===== config.mk =====
export PLATFORM = sky130hd
export DESIGN_NAME = hazard_ctrl
export DESIGN_NICKNAME = d
export VERILOG_FILES = /design/src/rtl/hazard_ctrl_pkg.sv /design/src/rtl/hazard_decode.sv /design/src/rtl/hazard_ctrl.sv
export SDC_FILE = /design/constraint.sdc
export NUM_CORES = 1
export LEC_CHECK = 0
export ABC_AREA = 1
export CORE_UTILIZATION = 42
export DETAILED_ROUTE_END_ITERATION = 10
export GPL_ROUTABILITY_DRIVEN = 0
export PLACE_DENSITY = 0.82
export RECOVER_POWER = 50
export SYNTH_ARGS = -nofsm -noshare
export SYNTH_HDL_FRONTEND = slang
export SYNTH_SLANG_ARGS = --single-unit

===== constraint.sdc =====
create_clock -name vclk -period 4.65
set_input_delay 1.1625 -clock vclk [all_inputs]
set_output_delay 1.1625 -clock vclk [all_outputs]
set_load 0.1 [all_outputs]

===== src/rtl/hazard_ctrl_pkg.sv =====
// Shared decode constants, instruction classes and forward-select encodings
// for the hazard controller and its per-stage decoder.
package hazard_ctrl_pkg;

    localparam logic [5:0] OP_RTYPE = 6'h00;
    localparam logic [5:0] OP_JAL   = 6'h03;
    localparam logic [5:0] OP_BEQ   = 6'h04;
    localparam logic [5:0] OP_ADDIU = 6'h09;
    localparam logic [5:0] OP_ORI   = 6'h0d;
    localparam logic [5:0] OP_LUI   = 6'h0f;
    localparam logic [5:0] OP_LW    = 6'h23;
    localparam logic [5:0] OP_SW    = 6'h2b;

    localparam logic [5:0] FN_SLL   = 6'h00;
    localparam logic [5:0] FN_JR    = 6'h08;
    localparam logic [5:0] FN_JALR  = 6'h09;
    localparam logic [5:0] FN_MFHI  = 6'h10;
    localparam logic [5:0] FN_MTHI  = 6'h11;
    localparam logic [5:0] FN_MFLO  = 6'h12;
    localparam logic [5:0] FN_MTLO  = 6'h13;
    localparam logic [5:0] FN_MULT  = 6'h18;
    localparam logic [5:0] FN_MULTU = 6'h19;
    localparam logic [5:0] FN_DIV   = 6'h1a;
    localparam logic [5:0] FN_DIVU  = 6'h1b;
    localparam logic [5:0] FN_ADDU  = 6'h21;
    localparam logic [5:0] FN_SUBU  = 6'h23;
    localparam logic [5:0] FN_SLT   = 6'h2a;

    localparam logic [3:0] MD_MULT_CYC = 4'd5;
    localparam logic [3:0] MD_DIV_CYC  = 4'd10;

    // Tuse value for an operand the instruction never reads
    localparam logic [1:0] TUSE_NONE = 2'd3;

    localparam logic [2:0] FWD_D_RF    = 3'd0;
    localparam logic [2:0] FWD_D_PC8_E = 3'd1;
    localparam logic [2:0] FWD_D_PC8_M = 3'd2;
    localparam logic [2:0] FWD_D_AOM   = 3'd3;
    localparam logic [2:0] FWD_D_WD    = 3'd4;

    localparam logic [1:0] FWD_E_PIPE  = 2'd0;
    localparam logic [1:0] FWD_E_PC8_M = 2'd1;
    localparam logic [1:0] FWD_E_AOM   = 2'd2;
    localparam logic [1:0] FWD_E_WD    = 2'd3;

    typedef enum logic [3:0] {
        CLS_NOP, CLS_CAL_R, CLS_CAL_I, CLS_LOAD, CLS_STORE, CLS_BRANCH,
        CLS_JR, CLS_JAL, CLS_JALR, CLS_MD, CLS_MF, CLS_MT
    } instr_cls_t;

    typedef enum logic {MD_IDLE, MD_BUSY} md_state_t;

    typedef struct packed {
        instr_cls_t cls;
        logic [4:0] rs;
        logic [4:0] rt;
        logic [4:0] dst;
        logic [1:0] tuse_rs;
        logic [1:0] tuse_rt;
        logic [1:0] tnew;     // Tnew as seen from the E stage
    } dec_t;

    function automatic logic [3:0] md_cycles(input logic [5:0] funct);
        return (funct == FN_DIV || funct == FN_DIVU) ? MD_DIV_CYC : MD_MULT_CYC;
    endfunction

    function automatic logic is_link(input instr_cls_t c);
        return c == CLS_JAL || c == CLS_JALR;
    endfunction

endpackage


===== src/rtl/hazard_decode.sv =====
// Combinational instruction classifier; one instance per pipeline stage.
// md/mf/mt are only recognised when HAZARD_MD_EN is defined.
module hazard_decode
    import hazard_ctrl_pkg::*;
(
    input  logic [31:0] ir,
    output dec_t        dec
);

    logic [5:0] op;
    logic [5:0] fn;
    instr_cls_t cls;

    assign op = ir[31:26];
    assign fn = ir[5:0];

    always_comb begin
        cls = CLS_NOP;
        if (ir != 32'd0) begin
            case (op)
                OP_RTYPE: begin
                    case (fn)
                        FN_ADDU, FN_SUBU, FN_SLT, FN_SLL: cls = CLS_CAL_R;
                        FN_JR:                            cls = CLS_JR;
                        FN_JALR:                          cls = CLS_JALR;
`ifdef HAZARD_MD_EN
                        FN_MULT, FN_MULTU, FN_DIV, FN_DIVU: cls = CLS_MD;
                        FN_MFHI, FN_MFLO:                 cls = CLS_MF;
                        FN_MTHI, FN_MTLO:                 cls = CLS_MT;
`endif
                        default:                          cls = CLS_NOP;
                    endcase
                end
                OP_ORI, OP_ADDIU, OP_LUI: cls = CLS_CAL_I;
                OP_LW:                    cls = CLS_LOAD;
                OP_SW:                    cls = CLS_STORE;
                OP_BEQ:                   cls = CLS_BRANCH;
                OP_JAL:                   cls = CLS_JAL;
                default:                  cls = CLS_NOP;
            endcase
        end
    end

    always_comb begin
        dec.cls     = cls;
        dec.rs      = ir[25:21];
        dec.rt      = ir[20:16];
        dec.dst     = 5'd0;
        dec.tuse_rs = TUSE_NONE;
        dec.tuse_rt = TUSE_NONE;
        dec.tnew    = 2'd0;
        case (cls)
            CLS_CAL_R:  begin dec.dst = ir[15:11]; dec.tuse_rs = 2'd1; dec.tuse_rt = 2'd1; dec.tnew = 2'd1; end
            CLS_CAL_I:  begin dec.dst = ir[20:16]; dec.tuse_rs = 2'd1; dec.tnew = 2'd1; end
            CLS_LOAD:   begin dec.dst = ir[20:16]; dec.tuse_rs = 2'd1; dec.tnew = 2'd2; end
            CLS_STORE:  begin dec.tuse_rs = 2'd1; dec.tuse_rt = 2'd2; end
            CLS_BRANCH, CLS_JR: begin dec.tuse_rs = 2'd0; dec.tuse_rt = 2'd0; end
            CLS_JAL:    dec.dst = 5'd31;
            CLS_JALR:   dec.dst = ir[15:11];
            CLS_MD:     begin dec.tuse_rs = 2'd1; dec.tuse_rt = 2'd1; end
            CLS_MF:     begin dec.dst = ir[15:11]; dec.tnew = 2'd1; end
            CLS_MT:     dec.tuse_rs = 2'd1;
            default:    ;
        endcase
    end

endmodule


===== src/rtl/hazard_ctrl.sv =====
// Five-stage pipeline hazard controller: forwarding selects, stall/bubble and
// the multiply/divide busy sequencer (present only with HAZARD_MD_EN).
module hazard_ctrl
    import hazard_ctrl_pkg::*;
(
    input  logic        Clk,
    input  logic        Reset,
    input  logic [31:0] IRD,
    input  logic [31:0] IRE,
    input  logic [31:0] IRM,
    input  logic [31:0] IRW,
    output logic [2:0]  Forward_RS_D_src,
    output logic [2:0]  Forward_RT_D_src,
    output logic [1:0]  Forward_RS_E_src,
    output logic [1:0]  Forward_RT_E_src,
    output logic        Forward_RT_M_src,
    output logic        PauseF,
    output logic        PauseD,
    output logic        ClearE,
    output logic        MDStart,
    output logic        MDBusy
);

    localparam int NUM_STAGES = 4;
    localparam int ST_D = 0;
    localparam int ST_E = 1;
    localparam int ST_M = 2;
    localparam int ST_W = 3;

    logic [NUM_STAGES-1:0][31:0] ir_stage;
    dec_t                        dec [NUM_STAGES];
    logic                        data_stall;
    logic                        md_stall;
    logic                        stall;
    logic                        unused_dec;

    assign ir_stage = {IRW, IRM, IRE, IRD};

    for (genvar i = 0; i < NUM_STAGES; i++) begin : g_dec
        hazard_decode u_dec (.ir(ir_stage[i]), .dec(dec[i]));
    end

    assign unused_dec = ^{dec[ST_D], dec[ST_E], dec[ST_M], dec[ST_W]};

    // Only a load is still in flight once it reaches M
    function automatic logic [1:0] tnew_m(input dec_t d);
        return (d.cls == CLS_LOAD) ? 2'd1 : 2'd0;
    endfunction

    // Nearest writer of r decides; if its value is not ready yet, read the RF
    function automatic logic [2:0] fwd_d(input logic [4:0] r, input dec_t e, input dec_t m, input dec_t w);
        if (r == 5'd0) return FWD_D_RF;
        if (e.dst == r) return is_link(e.cls) ? FWD_D_PC8_E : FWD_D_RF;
        if (m.dst == r) begin
            if (is_link(m.cls)) return FWD_D_PC8_M;
            return (tnew_m(m) == 2'd0) ? FWD_D_AOM : FWD_D_RF;
        end
        if (w.dst == r) return FWD_D_WD;
        return FWD_D_RF;
    endfunction

    function automatic logic [1:0] fwd_e(input logic [4:0] r, input dec_t m, input dec_t w);
        if (r == 5'd0) return FWD_E_PIPE;
        if (m.dst == r) begin
            if (is_link(m.cls)) return FWD_E_PC8_M;
            return (tnew_m(m) == 2'd0) ? FWD_E_AOM : FWD_E_PIPE;
        end
        if (w.dst == r) return FWD_E_WD;
        return FWD_E_PIPE;
    endfunction

    function automatic logic operand_stall(input logic [4:0] r, input logic [1:0] tuse,
                                           input dec_t e, input dec_t m);
        if (r == 5'd0 || tuse == TUSE_NONE) return 1'b0;
        return (e.dst == r && e.tnew > tuse) || (m.dst == r && tnew_m(m) > tuse);
    endfunction

    assign Forward_RS_D_src = fwd_d(dec[ST_D].rs, dec[ST_E], dec[ST_M], dec[ST_W]);
    assign Forward_RT_D_src = fwd_d(dec[ST_D].rt, dec[ST_E], dec[ST_M], dec[ST_W]);
    assign Forward_RS_E_src = fwd_e(dec[ST_E].rs, dec[ST_M], dec[ST_W]);
    assign Forward_RT_E_src = fwd_e(dec[ST_E].rt, dec[ST_M], dec[ST_W]);
    assign Forward_RT_M_src = dec[ST_M].cls == CLS_STORE && dec[ST_W].dst != 5'd0
                              && dec[ST_W].dst == dec[ST_M].rt;

    assign data_stall = operand_stall(dec[ST_D].rs, dec[ST_D].tuse_rs, dec[ST_E], dec[ST_M])
                      | operand_stall(dec[ST_D].rt, dec[ST_D].tuse_rt, dec[ST_E], dec[ST_M]);
    assign md_stall   = (dec[ST_D].cls inside {CLS_MD, CLS_MF, CLS_MT}) && (MDStart || MDBusy);
    assign stall      = data_stall | md_stall;

    assign PauseF = stall;
    assign PauseD = stall;
    assign ClearE = stall;

`ifdef HAZARD_MD_EN
    md_state_t  md_state;
    logic [3:0] md_cnt;

    // The md in E always advances, so a start here is never lost to a stall
    assign MDStart = dec[ST_E].cls == CLS_MD;
    assign MDBusy  = md_state == MD_BUSY;

    always_ff @(posedge Clk or posedge Reset) begin
        if (Reset) begin
            md_state <= MD_IDLE;
            md_cnt   <= 4'd0;
        end else if (MDStart) begin
            md_state <= MD_BUSY;
            md_cnt   <= md_cycles(IRE[5:0]);
        end else if (md_state == MD_BUSY) begin
            md_cnt <= md_cnt - 4'd1;
            if (md_cnt == 4'd1) md_state <= MD_IDLE;
        end
    end
`else
    logic unused_clk_rst;

    assign MDStart        = 1'b0;
    assign MDBusy         = 1'b0;
    assign unused_clk_rst = Clk ^ Reset;
`endif

endmodule


==> flow_summary.ini, run 1 <==
[yosys]
yosysWarnings = 0
synthesis.area_um2 = 2794
synthCells = 577
ys_seq_area_frac = 0
ys_types = 34
post_synth.cell_area_avg_um2 = 4.842

[sta]
endpoint_type = primary output
crit_endpoint = ClearE

[placement]
port-buffer-count = 142
hpwl_mm = 9.541
pre_cts_ws_ns = -0.3455
dp_cells = 876

[run_status]
stop_stage = global routing
status = aborted with a tool error
error = [ERROR GRT-0232] Routing congestion too high. Check the congestion heatmap in the GUI.

[floorplanning]
core.rowCount = 29
num_io_pins = 146
die_h_um = 83.56
die_w_um = 83.56
initial_core_util = 0.4375

[global_routing]
globalRouteOverflowTotal = 425
globalRouteTotalUtil = 0.8738
grt_start_max_net_pins = 7

[cts]
cts.hold.buffers_added = 0
## Yosys cell counts, types with 2 or more instances
| cell type | count | share of area |
|---|---|---|
| nor2_2 | 9 | 0.020 |
| nand2_2 | 11 | 0.025 |
| nor3_1 | 14 | 0.025 |
| o21ai_0 | 10 | 0.018 |
| o2111ai_1 | 2 | 0.0063 |
| ha_1 | 5 | 0.022 |
| buf_4 | 4 | 0.011 |
| and2_1 | 2 | 0.0045 |
| inv_1 | 83 | 0.11 |
| a21oi_1 | 26 | 0.047 |
| nor2_4 | 3 | 0.012 |
| nand2_4 | 7 | 0.028 |
| a31oi_1 | 5 | 0.011 |
| nand3_1 | 80 | 0.14 |
| and3_1 | 2 | 0.0045 |
| nand4_1 | 27 | 0.060 |
| nand3b_1 | 2 | 0.0054 |
| nand3_2 | 3 | 0.011 |
| inv_2 | 3 | 0.0040 |
| nor4_1 | 3 | 0.0067 |
| nand2_1 | 151 | 0.20 |
| xor2_1 | 13 | 0.041 |
| nor2_1 | 100 | 0.13 |
| nand4_2 | 2 | 0.0090 |
## metal layers
layer,GRT overflow,global-route usage
met5,0,0.05303
met4,77,0.9861
met3,1,0.5697
met2,342,1.231
met1,5,0.7905
## per-stage QoR
step                cell area [µm²]  hold WS [ns]
floorplan                      2826         2.650
global placement               5077         3.272
detailed placement             5077         3.280
CTS                            5522         3.155
## cell families after synthesis
group / after synthesis / share of synthesized area
AO/OA/AOI/OAI: 45 / 0.08778
XOR/XNOR: 15 / 0.04971
adder cells (fa/ha/maj): 5 / 0.02239
buffers and inverters: 90 / 0.1263
other: 1 / 0.001342
AND/OR/NAND/NOR: 421 / 0.7125
## repair_timing
item / CTS
resized for setup: 121
endpoints found under the setup margin: 14
setup buffers: 24
pin swaps: 54
endpoints found under the hold margin: 0
==> run 2, diff against run 1 <==
--- a/config.mk
+++ b/config.mk
@@ -6,10 +6,10 @@
 export NUM_CORES = 1
 export LEC_CHECK = 0
 export ABC_AREA = 1
-export CORE_UTILIZATION = 42
+export CORE_UTILIZATION = 30
 export DETAILED_ROUTE_END_ITERATION = 10
 export GPL_ROUTABILITY_DRIVEN = 0
-export PLACE_DENSITY = 0.82
+export PLACE_DENSITY_LB_ADDON = 0.15
 export RECOVER_POWER = 50
 export SYNTH_ARGS = -nofsm -noshare
 export SYNTH_HDL_FRONTEND = slang
==> flow_summary.ini, run 2 <==
[yosys]
synth_top_family_by_area = simple AND/OR/NAND/NOR gates
synth_top_area_cell = nand2_1
synth_mux_area_frac = 0
synth_xor_area_frac = 0.04971
synth_area_leaders = nand2_1 20%, nand3_1 14%, nor2_1 13%
synth-simple-area-share = 0.7125
synthAdderAreaFrac = 0.02239
synthCells = 577
synth_top_area_frac = 0.2029
yosysWarnings = 0
synth_compound_area_frac = 0.08777
post_synth.cell_area_avg_um2 = 4.842
synthMostInstantiatedCell = nand2_1
ys_types = 34
ys_top_cells_by_count = 151 x nand2_1, 100 x nor2_1, 83 x inv_1
synthesis.area_um2 = 2794
ys_seq_area_frac = 0

[power]
power.leakage_nw = 3.434
worst_ir_drop_vdd_mv = 0.04221
power_density_nw_per_um2 = 72.17
finalPower_uw = 457.3

[cells_and_area]
fin_area_um2 = 6337
multi_input_area_um2 = 3347
layout_common_cells = 121 x buf_4, 99 x nand2_1, 66 x inv_1
antennaDiodeCount = 0
final_common_cell = buf_4
ff_latch_area_um2 = 0
finish.utilization = 0.7162
nClkBuffers = 0
num-nets-final = 979
drive_gt1_frac = 0.4406
num-fill-cells = 696
seq_cell_count = 0
syn2layout_area_growth_pct = 126.8

[global_routing]
globalRouteOverflowTotal = 0
grt_pass1_wl_mm = 19.38
grt_pass1_vias = 4597
antenna_found_initial = 0
grt_start_max_net_pins = 7
globalRouteTotalUtil = 0.2356

[placement]
port-buffer-count = 142
hpwl_mm = 9.485
pre_cts_ws_ns = -0.2533
place_area_um2 = 5221

[critical_path]
critical_path_class = primary input to primary output
critPathMaxFanout = 5
crit_end = Forward_RT_D_src[2]
startpoint = IRW[19]
end_kind = primary output
cp.required_ns = 3.49
start_kind = primary input
crit_arrival_ns = 3.48

[detailed_routing]
dr.pass1.iters = 8
viasPerCell = 5.048
vias = 4796
dr.first_iter.drc_count = 214
drc_errors = 10
routed_wl_mm = 12.68
wire_per_inst_um = 13.35
antenna_left = 0

[run_status]
violations = design-rule violations
status = finished, violations left

[floorplanning]
die_w_um = 98.51
num_io_pins = 146
core.rowCount = 34
die_h_um = 98.51
dieArea_um2 = 9703
initial_core_util = 0.3158
coreArea_um2 = 8848

[sta]
period_share = 0.9994
hold_viol = 0
drv_slew = 0
finalSetupTns_ns = 0
fmax_mhz = 215.2
fin_ws_ns = 0.002740
fin_crit_ns = 4.647
setup_violations = 0

[job]
cap_violations = 0

[min_path]
hold_class = primary input to primary output

[cts]
cts.hold.buffers_added = 0
[run 2: worst min-delay path by stage]
stage                          end    start  depth (start not counted)
5_1_grt        Forward_RS_D_src[2]  IRD[21]                          6
4_1_cts        Forward_RT_D_src[2]  IRD[17]                          8
2_1_floorplan  Forward_RS_D_src[2]  IRD[21]                          3
6_report       Forward_RS_D_src[2]  IRD[21]                          6
3_5_place_dp      Forward_RT_M_src  IRM[17]                          6
3_3_place_gp      Forward_RT_M_src  IRM[17]                          6
[run 2: metal layers]
metal,track usage,share of wire,up-vias
met5,0,0,-
met4,0.05052,0.028,0
met3,0.01631,0.055,33
met2,0.4577,0.52,181
met1,0.2811,0.40,2166
li1,-,-,2416
[run 2: repair_timing]
| item | 4_1_cts | 5_1_grt |
|---|---|---|
| pin swaps | 55 | 121 |
| gates resized for setup | 107 | 251 |
| setup buffers | 21 | 8 |
| setup endpoints to repair | 14 | 14 |
| cloned | 0 | 0 |
[run 2: area by class of cell]
| type | count | area share |
|---|---|---|
| well taps | 108 | 0.02132 |
| inverters | 86 | 0.05153 |
| repair buffers | 268 | 0.3990 |
| multi-input cells | 488 | 0.5281 |
[run 2: where the power goes]
group	leakage (nW)	total, mW	switching, mW	internal [mW]
combinational	3.43	0.457	0.242	0.216
clock	0	0	0	0
sequential	0	0	0	0
total	3.43	0.457	0.242	0.216
[run 2: logic make-up (layout without fill, tap and decap cells)]
family                     count (synthesis)  in the layout
other                                      1              2
AOI/OAI and AO/OA                         45             45
and+or+nand+nor                          421            421
xor gates and xnor gates                  15             15
buffers and inverters                     90            354
adders and majority gates                  5              5
[run 2: metrics by stage]
stage	cells	hold WS, ns
final	950	2.999
after global routing	950	3.058
after CTS	942	3.202
after detailed placement	921	3.295
after global placement	921	3.288
after floorplan	578	2.650
[run 2: critical path, stage by stage]
cell and delay (ns):
clkdlybuf4s50_1 0.44, nor2_1 0.12, nand2_1 0.08, nor3_2 0.15
nand4_1 0.15, nand2_2 0.11, nand2_4 0.10, nand3_4 0.11
nand2_4 0.09, buf_4 0.16, nand2_1 0.05, nand2_1 0.07
nor2_1 0.11, nand2_1 0.06, nor2_1 0.11, and3_4 0.21
buf_8 0.20
No activity file was read; power rests on OpenSTA's default activity.
